## config.mk

```make
export PLATFORM = sky130hd
export DESIGN_NAME = shifter_unit_flat
export DESIGN_NICKNAME = d
export VERILOG_FILES = /design/src/rtl/shifter_pkg.sv /design/src/rtl/shifter_unit_if.sv /design/src/rtl/shifter_comb.sv /design/src/rtl/shifter_unit.sv /design/src/flat_wrapper.sv
export SDC_FILE = /design/constraint.sdc
export NUM_CORES = 1
export LEC_CHECK = 0
export BUFFER_PORTS_ARGS = -buffer_cell sky130_fd_sc_hd__buf_2
export CAP_MARGIN = 10
export CORE_AREA = 2 2 56 58
export CTS_CLUSTER_DIAMETER = 80
export DETAILED_ROUTE_END_ITERATION = 10
export DIE_AREA = 0 0 58 60
export MAX_ROUTING_LAYER = met4
export PLACE_DENSITY = 0.74
export SLEW_MARGIN = 10
export SYNTH_ARGS = -nofsm -noshare
export SYNTH_HDL_FRONTEND = slang
export SYNTH_HIERARCHICAL = 1
export SYNTH_SLANG_ARGS = --single-unit
```

## constraint.sdc

```tcl
create_clock -name clk -period 2.1 [get_ports clk]
set_input_delay 0.21 -clock clk [delete_from_list [all_inputs] [get_ports clk]]
set_output_delay 0.21 -clock clk [all_outputs]
set_load 0.02 [all_outputs]
```

## src/rtl/shifter_pkg.sv

```systemverilog
// Shared constants for the single-bit shifter: default data width and operation codes.
package shifter_pkg;

  localparam int unsigned WIDTH = 16;

  localparam logic [1:0] SH_PASS = 2'b00;
  localparam logic [1:0] SH_LSL  = 2'b01;
  localparam logic [1:0] SH_LSR  = 2'b10;
  localparam logic [1:0] SH_ASR  = 2'b11;

endpackage

```

## src/rtl/shifter_unit_if.sv

```systemverilog
// Request/result bundle for shifter_unit; the requester holds the master modport.
interface shifter_unit_if #(
  parameter int unsigned WIDTH = shifter_pkg::WIDTH
);

  logic             in_valid;
  logic [WIDTH-1:0] in;
  logic [1:0]       shift;
  logic             out_valid;
  logic [WIDTH-1:0] out;
  logic             carry;
  logic             zero;

  modport master (
    output in_valid, in, shift,
    input  out_valid, out, carry, zero
  );

  modport slave (
    input  in_valid, in, shift,
    output out_valid, out, carry, zero
  );

endinterface

```

## src/rtl/shifter_comb.sv

```systemverilog
// Combinational one-bit shifter: pass, logical left, logical right, arithmetic right.
module shifter_comb
  import shifter_pkg::*;
#(
  parameter int unsigned WIDTH = shifter_pkg::WIDTH
) (
  input  logic [WIDTH-1:0] in,
  input  logic [1:0]       shift,
  output logic [WIDTH-1:0] result,
  output logic             carry
);

  always_comb begin
    result = in;
    carry  = 1'b0;
    unique case (shift)
      SH_PASS: begin
        result = in;
        carry  = 1'b0;
      end
      SH_LSL: begin
        result = {in[WIDTH-2:0], 1'b0};
        carry  = in[WIDTH-1];
      end
      SH_LSR: begin
        result = {1'b0, in[WIDTH-1:1]};
        carry  = in[0];
      end
      SH_ASR: begin
        result = {in[WIDTH-1], in[WIDTH-1:1]};
        carry  = in[0];
      end
      default: begin
        result = in;
        carry  = 1'b0;
      end
    endcase
  end

endmodule

```

## src/rtl/shifter_unit.sv

```systemverilog
// Registered one-cycle-latency shifter; outputs hold their last result while no request arrives.
module shifter_unit
  import shifter_pkg::*;
#(
  parameter int unsigned WIDTH = shifter_pkg::WIDTH
) (
  input  logic           clk,
  input  logic           rst_n,
  shifter_unit_if.slave  bus
);

  logic [WIDTH-1:0] comb_result;
  logic             comb_carry;

  logic             valid_q;
  logic [WIDTH-1:0] out_q;
  logic             carry_q;
  logic             zero_q;

  shifter_comb #(
    .WIDTH (WIDTH)
  ) u_comb (
    .in     (bus.in),
    .shift  (bus.shift),
    .result (comb_result),
    .carry  (comb_carry)
  );

  // Reset wins over a simultaneous request; idle cycles leave the result registers untouched.
  always_ff @(posedge clk) begin
    if (!rst_n) begin
      valid_q <= 1'b0;
      out_q   <= '0;
      carry_q <= 1'b0;
      zero_q  <= 1'b1;
    end else begin
      valid_q <= bus.in_valid;
      if (bus.in_valid) begin
        out_q   <= comb_result;
        carry_q <= comb_carry;
        zero_q  <= ~|comb_result;
      end
    end
  end

  assign bus.out_valid = valid_q;
  assign bus.out       = out_q;
  assign bus.carry     = carry_q;
  assign bus.zero      = zero_q;

endmodule

```

## src/flat_wrapper.sv

```systemverilog
// flat-port wrapper written by rule: the top's interface ports become plain ports
module shifter_unit_flat import shifter_pkg::*;
#(
  parameter int unsigned WIDTH = shifter_pkg::WIDTH
)
  (clk, rst_n, bus_in_valid, bus_in, bus_shift, bus_out_valid, bus_out, bus_carry, bus_zero);
  shifter_unit_if #(.WIDTH(WIDTH)) bus_i ();
  input  logic clk;
  input  logic rst_n;
  input wire logic [$bits(bus_i.in_valid)-1:0] bus_in_valid;
  input wire logic [$bits(bus_i.in)-1:0] bus_in;
  input wire logic [$bits(bus_i.shift)-1:0] bus_shift;
  output wire logic [$bits(bus_i.out_valid)-1:0] bus_out_valid;
  output wire logic [$bits(bus_i.out)-1:0] bus_out;
  output wire logic [$bits(bus_i.carry)-1:0] bus_carry;
  output wire logic [$bits(bus_i.zero)-1:0] bus_zero;
  assign bus_i.in_valid = bus_in_valid;
  assign bus_i.in = bus_in;
  assign bus_i.shift = bus_shift;
  assign bus_out_valid = bus_i.out_valid;
  assign bus_out = bus_i.out;
  assign bus_carry = bus_i.carry;
  assign bus_zero = bus_i.zero;
  shifter_unit #(.WIDTH(WIDTH)) u_core (.clk(clk), .rst_n(rst_n), .bus(bus_i));
endmodule
```

# ---- Yosys cells after proc, flatten, opt, wreduce, memory -nomap -nowiden
# Index checks and enable logic that the tools add are counted.
dict set report totals {
  reg_bits 19
  latchBits 0
  ramBits 0
  mem_bits_ro 0
  input_bits 21
  output_inout_bits 19
  wordCells 13
  n_memories 0
}
dict set report classes {
  add_sub_neg 0
  n_mul 0
  n_div 0
  n_lt_le_gt_ge 0
  n_eq_ne 3
  n_shift 0
  mux 2
  bitwise 0
  reduce_logical 4
}
# operator n
set ops {}
lappend ops {{$pmux 16 s4} 1}
lappend ops {{$reduce_or 16->1} 1}
lappend ops {{$eq 2x2->1 const B} 2}
lappend ops {{$pmux 1 s3} 1}
lappend ops {{$eq 2x1->1 const B} 1}
lappend ops {{$logic_not 2->1} 1}
lappend ops {{$reduce_or 2->1} 1}
lappend ops {{$logic_not 1->1} 1}

# ---- Depth between registers and ports, before layout
# Gate-level depths: netlist (run 1).
dict set report depth {
  word_depth 4
  depth_mapped 7
}

# ---- Hierarchy
# The synthesis (run 1) kept the hierarchy.
# mod n_inst cells_each area_each_um2 seq_area_each_um2
set modules_own_cells {}
lappend modules_own_cells {shifter_unit 1 65 744.5 380.4}
lappend modules_own_cells {shifter_comb 1 54 354.1 0.0}

# ---- Worst setup path before layout (run 1)
# No wires, ideal clock.
dict set report synth_timing {
  kind {in2reg}
  from {in bus_shift[0]}
  to {reg u_core.zero_q, in the netlist u_core/bus.zero}
  setup_ps 73
  t_arrival_ps 1211
  required_time_ps 2027
  slack_ps 815
  path_stages 7
  cell_sequence {buf_6 buf_12 mux2i_1 o21ai_1 nor4_2 nand3b_1 o211ai_2}
}
dict set report synth_between {
  elab_chain_cells 4
  elab_cells_between_ends 7
  classes_between {3 x eq/ne; 1 x mux; 3 x reduce/logical}
}
# element line_no
set synth_lines {}
lappend synth_lines {{start, declared} flat_wrapper.sv:12} ;# input wire logic [$bits(bus_i.shift)-1:0] bus_shift;
lappend synth_lines {{$eq 2x2->1, or another cell as far along} shifter_comb.sv:16} ;# unique case (shift)
lappend synth_lines {{$pmux 16 s4 (*)} shifter_comb.sv:16}
lappend synth_lines {{named net u_core.comb_result[14]} shifter_unit.sv:12} ;# logic [WIDTH-1:0] comb_result;
lappend synth_lines {{$reduce_or 16->1 (*)} shifter_unit.sv:41} ;# zero_q <= ~|comb_result;
lappend synth_lines {{$logic_not 1->1 (*)} shifter_unit.sv:41}
lappend synth_lines {{end signal, assigned} shifter_unit.sv:41}
lappend synth_lines {{end, declared} shifter_unit.sv:18} ;# logic zero_q;
# Mark *: on every way through the listed nets, which the timed path passes. The rest lies on a longest branch.
# A chain may end at the register's enable or synchronous reset.

# ---- Worst setup path after layout (run 1)
dict set report layout_timing {
  from {in bus_shift[1]}
  to {reg u_core.zero_q, in the netlist u_core/bus.zero}
}
# Same word-level chain as after synthesis.

==> reports/results.ini, run 1 <==
[status]
outcome=complete, no violations

[die]
design.core.area_um2=2900
io_pins=40
die_h_um=60
fp-row-count=20
die_area_um2=3480
die_w_um=58
start_util_pct=37.8

[placement]
place_inst=183
portBuffers=39
gp_congestion=0.753
dpl.hpwl_mm=1.77

[timing]
report.final.slew_viol_count=0
hold_viol=0
relSlewSlack_pct=65.1
fin_setup_tns_ns=0
period_needed_ns=1.30
rsz0062_at_grt=false
max_freq_mhz=767
finalSetupViolCount=0
whs_ns=0.234
fin_crit_sh_pct=62.1
tightest_slew_ns=0.523
clock-skew-final_ns=0

[logic_synthesis]
synth-warning-count=6
ys_top_cells_by_area=dfxtp_1, mux2i_1, nor2b_1
yosysMostFrequentCell=mux2i_1
seq_area_frac_synth_pct=34.6
netlist.area_leader.share_pct=34.6
syn-num-nets=140
synth_top_area_cell=dfxtp_1
synth_edf_count=0
syn_avg_cell_area_um2=9.23
yosys.cell_types.count=21
syn_inst=119
synth-main-ff-cell=dfxtp_1
synth_common_cells=mux2i_1, dfxtp_1, nor2b_1, nand2_1, o21ai_1
synthArstFlopShare_pct=0
syn_area_um2=1100
ys_ff_latch=19

[clocking]
cts_made_buffers=3
tritoncts=yes
post_cts_buffers=0
postCtsHoldBufs=0
clock_sinks=19
clk_pin_slew_ns=0.11
clk_latency_ns=0.30
cts_root_buffer=clkbuf_4
cts.htree.levels=1
cts_buffer_depth=2
post_cts_resized=0

[power_and_ir_drop]
total_power_uw=787
power.density_nw_per_um2=607
peakVddDrop_uv=505
p_leak_nw=0.642

[critical_path]
critPathKind=input pin to flop
required_ns=2.34
crit_path_start_kind=input pin
path_max_fanout=33
end_kind=flop
crit_arrival_ns=1.54
reg2reg_depth=2

[min_path]
holdPathStages=2
hold_path_class=input pin to flop

[finish]
nets=176
area_delta_synth_final_pct=18.0
instances_no_fill=187
drive_above_1_share_pct=29.2
antenna_cells=0

[detailed_routing]
drt_pass1_iterations=4
postRouteAntennaNets=0
drc=0
routed_wl_mm=2.34
dr_total_vias=933
drtIter0Drc=25
vias_per_cell=4.99
wl_per_cell_um=12.5

[global_routing]
grt_max_degree=34
grt-ovfl-total=0
grt_usage_pct=14.7
antenna_found_initial=0
grt_pass1_wl_mm=3.77
grt_pass1_vias=861

[job]
maxCapViolCount=0

[path summary, 6_finish.rpt]
path / startpoint / end / slack (ns)
worst min-delay path: rst_n / u_core/bus.zero$_SDFFE_PN1P_ / 0.23
worst max-delay path: bus_shift[1] / u_core/bus.zero$_SDFFE_PN1P_ / 0.80
worst max register to register: u_core/bus.out[6]$_SDFFE_PN0P_ / u_core/bus.out[6]$_SDFFE_PN0P_ / 1.47
worst min register to register: u_core/bus.zero$_SDFFE_PN1P_ / u_core/bus.zero$_SDFFE_PN1P_ / 0.50
[power by group]
| group | leakage, nW | switching (mW) | total [mW] | internal, mW |
|---|---|---|---|---|
| Combinational | 0.467 | 0.119 | 0.204 | 0.0853 |
| Clock | 0.0177 | 0.117 | 0.188 | 0.0710 |
| Sequential | 0.157 | 0.0110 | 0.395 | 0.384 |
| Total | 0.642 | 0.246 | 0.787 | 0.540 |
[worst max-delay path, stage by stage]
cell and delay [ns]:
buf_2 0.38, mux2_1 0.37, a22o_1 0.20, nand3b_1 0.19
o211ai_2 0.19
[final cells by class]
cell class	count	area, um^2
fillers	292	1610
multi-input cells	92	652
flip-flops and latches	19	380
repair buffers	39	195
well taps	33	41.3
clock buffers	3	22.5
clock inverters	1	5.00
[placed cells by master, fill, tap and decap left out, types with 2 or more instances in the layout]
cell and n:
nor2b_1 17, dfxtp_1 19, nor4_1 2, a22o_1 2
buf_2 39, o21ai_1 8, nand2_1 16, mux2i_1 31
o21ai_0 7, clkbuf_4 3
[sequential cells by signal, summed over array words and instances, names as in the netlist]
register,cells
u_core/bus.out_valid,1
u_core/bus.carry,1
u_core/bus.out,16
u_core/bus.zero,1
[logic make-up after synthesis]
group | Yosys count | share of synthesized area (%)
AO/OA/AOI/OAI | 18 | 9.57
buffers and inverters | 8 | 6.04
flip-flops | 19 | 34.6
multiplexers | 32 | 29.3
AND/OR/NAND/NOR | 42 | 20.5
[per-layer routing]
metal	vias up	global-route usage [%]	wire [um]
li1	485	-	-
met1	416	18.4	1110
met2	30	21.6	1070
met3	2	4.33	154
met4	0	6.98	12
met5	-	-	0
[per-stage QoR]
stage | utilization [%] | cell area, um^2 | setup slack [ns]
2_1_floorplan | - | 1100 | 0.815
3_3_place_gp | 43.7 | 1270 | 0.489
3_5_place_dp | 43.7 | 1270 | 0.485
4_1_cts | 44.7 | 1300 | 0.803
5_1_grt | 44.7 | 1300 | 0.657
6_report | 44.7 | 1300 | 0.796
No activity file was read; power rests on OpenSTA's default activity.
==> inputs of run 2 (changes only) <==
==> constraint.sdc (replaced) <==
create_clock -name clk -period 1.3 [get_ports clk]
set_input_delay 0.13 -clock clk [delete_from_list [all_inputs] [get_ports clk]]
set_output_delay 0.13 -clock clk [all_outputs]
set_load 0.02 [all_outputs]
==> run 2 against run 1 <==
- combinational power rose by 97%
- final area grew 12%
- via count is 11% higher
- cell count is 8.6% higher
- sequential power rose by 62%
- total power grew 72%
- clock power increased by 66%
- first-iteration DRC count fell by 16%
- die area is the same
- setup slack got worse by 0.64 ns
- hold slack lost 0.093 ns
- highest routed layer unchanged
==> reports/results.ini, run 2 (synthesis results as in run 1) <==
[status]
outcome=complete, no violations

[min_path]
hold_path_class=input pin to flop
worst_hold_startpoint=rst_n

[critical_path]
path_max_fanout=17
path_buf_inv=2
cp_slowest_cell=clkbuf_4
slowest_delay_ns=0.27
worstReg2RegStart=u_core/bus.out[15]$_SDFFE_PN0P_
crit_start=bus_shift[0]
crit_path_start_kind=input pin
crit_arrival_ns=1.38
critPathKind=input pin to flop
required_ns=1.54
critPathTopFamily=buffers and inverters
end_kind=flop
crit_chain=clkbuf_4 > buf_4 > mux2i_1 > o21ai_1 > nor4_2 > nand3b_1 > o211ai_2

[finish]
final.fill_count=291
mostFrequentLayoutCell=buf_2
antenna_cells=0
drive_above_1_share_pct=35.9
mostFrequentLayoutCells=buf_2, mux2i_1, dfxtp_1
instances_no_fill=203
nets=192
area_delta_synth_final_pct=31.7
largest_register_ffs=16
multi_input_area_um2=652
fin_area_um2=1450
seqCellArea_um2=380

[placement]
placed_area_um2=1410
place_inst=199
dpl.hpwl_mm=2.01
gp_congestion=0.782
portBuffers=39

[clocking]
cts_buffer_depth=2
cts_made_buffers=3
clock_sinks=19
cts.htree.levels=1
clk_latency_ns=0.31
post_cts_buffers=0
clk_pin_slew_ns=0.10
cts_root_buffer=clkbuf_4
tritoncts=yes

[detailed_routing]
drc=0
wl_per_cell_um=13.1
postRouteAntennaNets=0
vias_per_cell=5.10
dr_total_vias=1036
drtIter0Drc=21
drt_pass1_iterations=4
routed_wl_mm=2.66

[global_routing]
grt_usage_pct=16.8
antenna_found_initial=0
grt_pass1_wl_mm=4.22
grt_max_degree=30
grt_pass1_vias=967
grt-ovfl-total=0

[timing]
relSlewSlack_pct=80.0
rsz0062_at_grt=false
finalSetupViolCount=0
max_freq_mhz=875
tightest_slew_ns=0.297
fin_crit_sh_pct=87.9
period_needed_ns=1.14
clock-skew-final_ns=0
report.final.slew_viol_count=0
hold_viol=0

[die]
io_pins=40
design.core.area_um2=2900
die_w_um=58
die_area_um2=3480
die_h_um=60
start_util_pct=37.8
fp-row-count=20

[power_and_ir_drop]
total_power_mw=1.35
p_leak_nw=0.726
power.density_nw_per_um2=935
peakVddDrop_uv=789

[job]
maxCapViolCount=0

[run 2: area by class of cell]
type | instances | area share, %
multi-input combinational | 92 | 45.1
sequential | 19 | 26.3
timing repair buffer | 55 | 23.7
tap | 33 | 2.85
clock buffer | 3 | 1.56
clock inverter | 1 | 0.519
[run 2: routing by layer]
layer	part of all wire, %	vias up	GRT usage (%)	routed length [um]
met5	0	-	-	0
met4	2.9	0	8.31	76
met3	5.2	11	3.25	137
met2	48	36	28.9	1290
met1	43	473	18.5	1160
li1	-	516	-	-
[run 2: worst paths after layout]
kind / endpoint / slack [ns] / cells past startpoint
worst min register to register: u_core/bus.zero$_SDFFE_PN1P_ / 0.51 / 2
worst max-delay path: u_core/bus.zero$_SDFFE_PN1P_ / 0.16 / 7
worst min-delay path: u_core/bus.zero$_SDFFE_PN1P_ / 0.14 / 2
worst max register to register: u_core/bus.out[15]$_SDFFE_PN0P_ / 0.68 / 2
[run 2: worst register-to-register path: stages (launching register included)]
cell     delay, ns
dfxtp_1       0.34
mux2i_1       0.12
nor2b_1       0.06
[run 2: metrics by stage]
| step | util [%] | setup TNS (ns) | setup WS [ns] | hold slack, ns |
|---|---|---|---|---|
| final | 49.8 | 0 | 0.157 | 0.141 |
| after global routing | 49.8 | 0 | 0.0296 | 0.163 |
| after CTS | 49.7 | 0 | 0.0687 | 0.139 |
| after detailed placement | 48.7 | -0.353 | -0.237 | 0.459 |
| after global placement | 48.7 | -0.223 | -0.149 | 0.451 |
| after floorplan | - | 0 | 0.0954 | 0.258 |
[run 2: repair_timing]
item	4_1_cts	5_1_grt
hold buffers	0	0
endpoints found under the setup margin	0	1
resized for setup	0	1
[run 2: where the power goes]
group / switching (mW) / leakage, nW / total [mW] / internal (mW)
logic: 0.210 / 0.555 / 0.402 / 0.192
registers: 0.0182 / 0.157 / 0.638 / 0.620
clock network: 0.195 / 0.0139 / 0.313 / 0.118
==> inputs of run 3 (changes only) <==
==> constraint.sdc (replaced) <==
create_clock -name clk -period 1.1 [get_ports clk]
set_input_delay 0.11 -clock clk [delete_from_list [all_inputs] [get_ports clk]]
set_output_delay 0.11 -clock clk [all_outputs]
set_load 0.02 [all_outputs]
==> run 3 against run 2 <==
- total power is 22% higher
- core utilization is 3.3 points higher
- flip-flop and latch count stayed put
- clock skew stayed put
- critical path type unchanged
==> reports/results.ini, run 3 (synthesis results as in run 1) <==
[status]
outcome=complete, no violations

[clocking]
clock_sinks=19
tritoncts=yes
cts.htree.levels=1
cts_made_buffers=3
clk_latency_ns=0.31
clk_pin_slew_ns=0.13
cts_buffer_depth=2
postCtsHoldBufs=0
cts_root_buffer=clkbuf_4

[critical_path]
end_kind=flop
r2r-end=u_core/bus.out[3]$_SDFFE_PN0P_
slowest_delay_ns=0.33
crit_path_start_kind=input pin
required_ns=1.35
crit_chain=buf_2 > buf_4 > nand2_1 > o21ai_0 > nor4_1 > nand3_1 > o211ai_2
path_max_fanout=10
reg2reg_slack_ns=0.43
crit_arrival_ns=1.33
reg2reg_depth=2
critPathKind=input pin to flop
worstReg2RegStart=u_core/bus.out[3]$_SDFFE_PN0P_
cp_slowest_cell=nor4_1

[finish]
instances_no_fill=213
seqCellArea_um2=380
mostFrequentLayoutCells=buf_2, mux2i_1, buf_4
drive_above_1_share_pct=41.1
mostFrequentLayoutCell=buf_2
multi_input_area_um2=666
nets=202
area_delta_synth_final_pct=40.4
antenna_cells=0
final.fill_count=268
largest_register_ffs=16

[power_and_ir_drop]
total_power_mw=1.66
seqPwrFrac_pct=45.6
peakVddDrop_uv=710
p_leak_nw=0.778
power.density_nw_per_um2=1070
pwr-share-clk_pct=22.9
intPower_mw=1.13
p_sw_uw=528
pwr-share-comb_pct=31.5
switching_share_pct=31.9

[timing]
tightest_slew_ns=0.386
report.final.slew_viol_count=0
fin_crit_sh_pct=97.6
clock-skew-final_ns=0
max_freq_mhz=932
hold_viol=0
finalSetupViolCount=0
relSlewSlack_pct=74.0
fin_setup_tns_ns=0
period_needed_ns=1.07

[global_routing]
antenna_found_initial=0
grt_pass1_vias=1087
grt_pass1_wl_mm=4.73
grt_max_degree=21
grt-ovfl-total=0
grt_usage_pct=18.5

[min_path]
holdPathStages=2
hold_path_class=input pin to flop
hold_end=u_core/bus.zero$_SDFFE_PN1P_
worst_hold_startpoint=rst_n

[die]
design.core.area_um2=2900
start_util_pct=37.8
die_h_um=60
io_pins=40
die_w_um=58
fp-row-count=20
die_area_um2=3480

[detailed_routing]
postRouteAntennaNets=0
drt-met1-wl_mm=1.19
wl_met2_mm=1.48
highest_layer=met4
dr_total_vias=1106
drt_pass1_iterations=4
vias_per_cell=5.19
drc=0
wl_met3_um=141
routed_wl_mm=2.91
wl_per_cell_um=13.7
drtIter0Drc=27

[placement]
portBuffers=39
gp_congestion=0.799
place_inst=209
dpl.hpwl_mm=2.19

[job]
maxCapViolCount=0

run 3: changes by cell type in the layout (fill, tap and decap cells not counted), sizes merged:
cell / delta
clkbuf: -1
buf: +11
run 3: layer usage:
layer / track usage (%) / vias to the layer above
met5: - / -
met4: 10.3 / 0
met3: 3.25 / 14
met2: 31.8 / 38
met1: 20.3 / 520
li1: - / 534
run 3: how the worst max path moves through the flow:
stage / start / endpoint / slack [ns] / cells after the start
after floorplan: bus_shift[0] / u_core/bus.zero$_SDFFE_PN1P_ / -0.06 / 7
after global placement: bus_shift[0] / u_core/bus.zero$_SDFFE_PN1P_ / -0.36 / 7
after detailed placement: bus_shift[0] / u_core/bus.zero$_SDFFE_PN1P_ / -0.41 / 6
after CTS: bus_shift[0] / u_core/bus.zero$_SDFFE_PN1P_ / 0.009 / 7
after global routing: bus_shift[0] / u_core/bus.zero$_SDFFE_PN1P_ / -0.005 / 7
final: bus_shift[1] / u_core/bus.zero$_SDFFE_PN1P_ / 0.03 / 7
run 3: power groups by stage:
stage,clock [mW],combinational (mW),sequential [mW]
2_1_floorplan,0,0.226,0.825
4_1_cts,0.397,0.508,0.756
5_1_grt,0.411,0.561,0.760
3_5_place_dp,0,0.503,0.770
6_report,0.380,0.521,0.755
3_3_place_gp,0,0.487,0.767
run 3: through the flow:
stage               hold WS (ns)  instance area, um^2  utilization [%]  worst slack [ns]
floorplan                  0.238                 1110                -           -0.0566
global placement           0.436                 1490             51.3            -0.356
detailed placement         0.447                 1490             51.3            -0.408
CTS                        0.108                 1520             52.4           0.00853
global route               0.116                 1540             53.1          -0.00462
finish                     0.117                 1540             53.1            0.0266
run 3: cell type report:
cell class / instances / area share, %
multi-input cells: 92 / 43.1
well taps: 33 / 2.68
repair buffers: 65 / 27.6
clock buffers: 3 / 1.46
flip-flops and latches: 19 / 24.7
clock inverters: 1 / 0.487
run 3: timing repair:
| item | in CTS | in global routing |
|---|---|---|
| pin swaps | 0 | 3 |
| gates resized for setup | 1 | 5 |
| buffers inserted | 0 | 0 |
| endpoints found under the setup margin | 1 | 1 |
run 3: critical path: cells and delay by family:
family | cells | cell delay, ns
simple gates | 3 | 0.56
buf+inv | 2 | 0.35
compound gates | 2 | 0.30
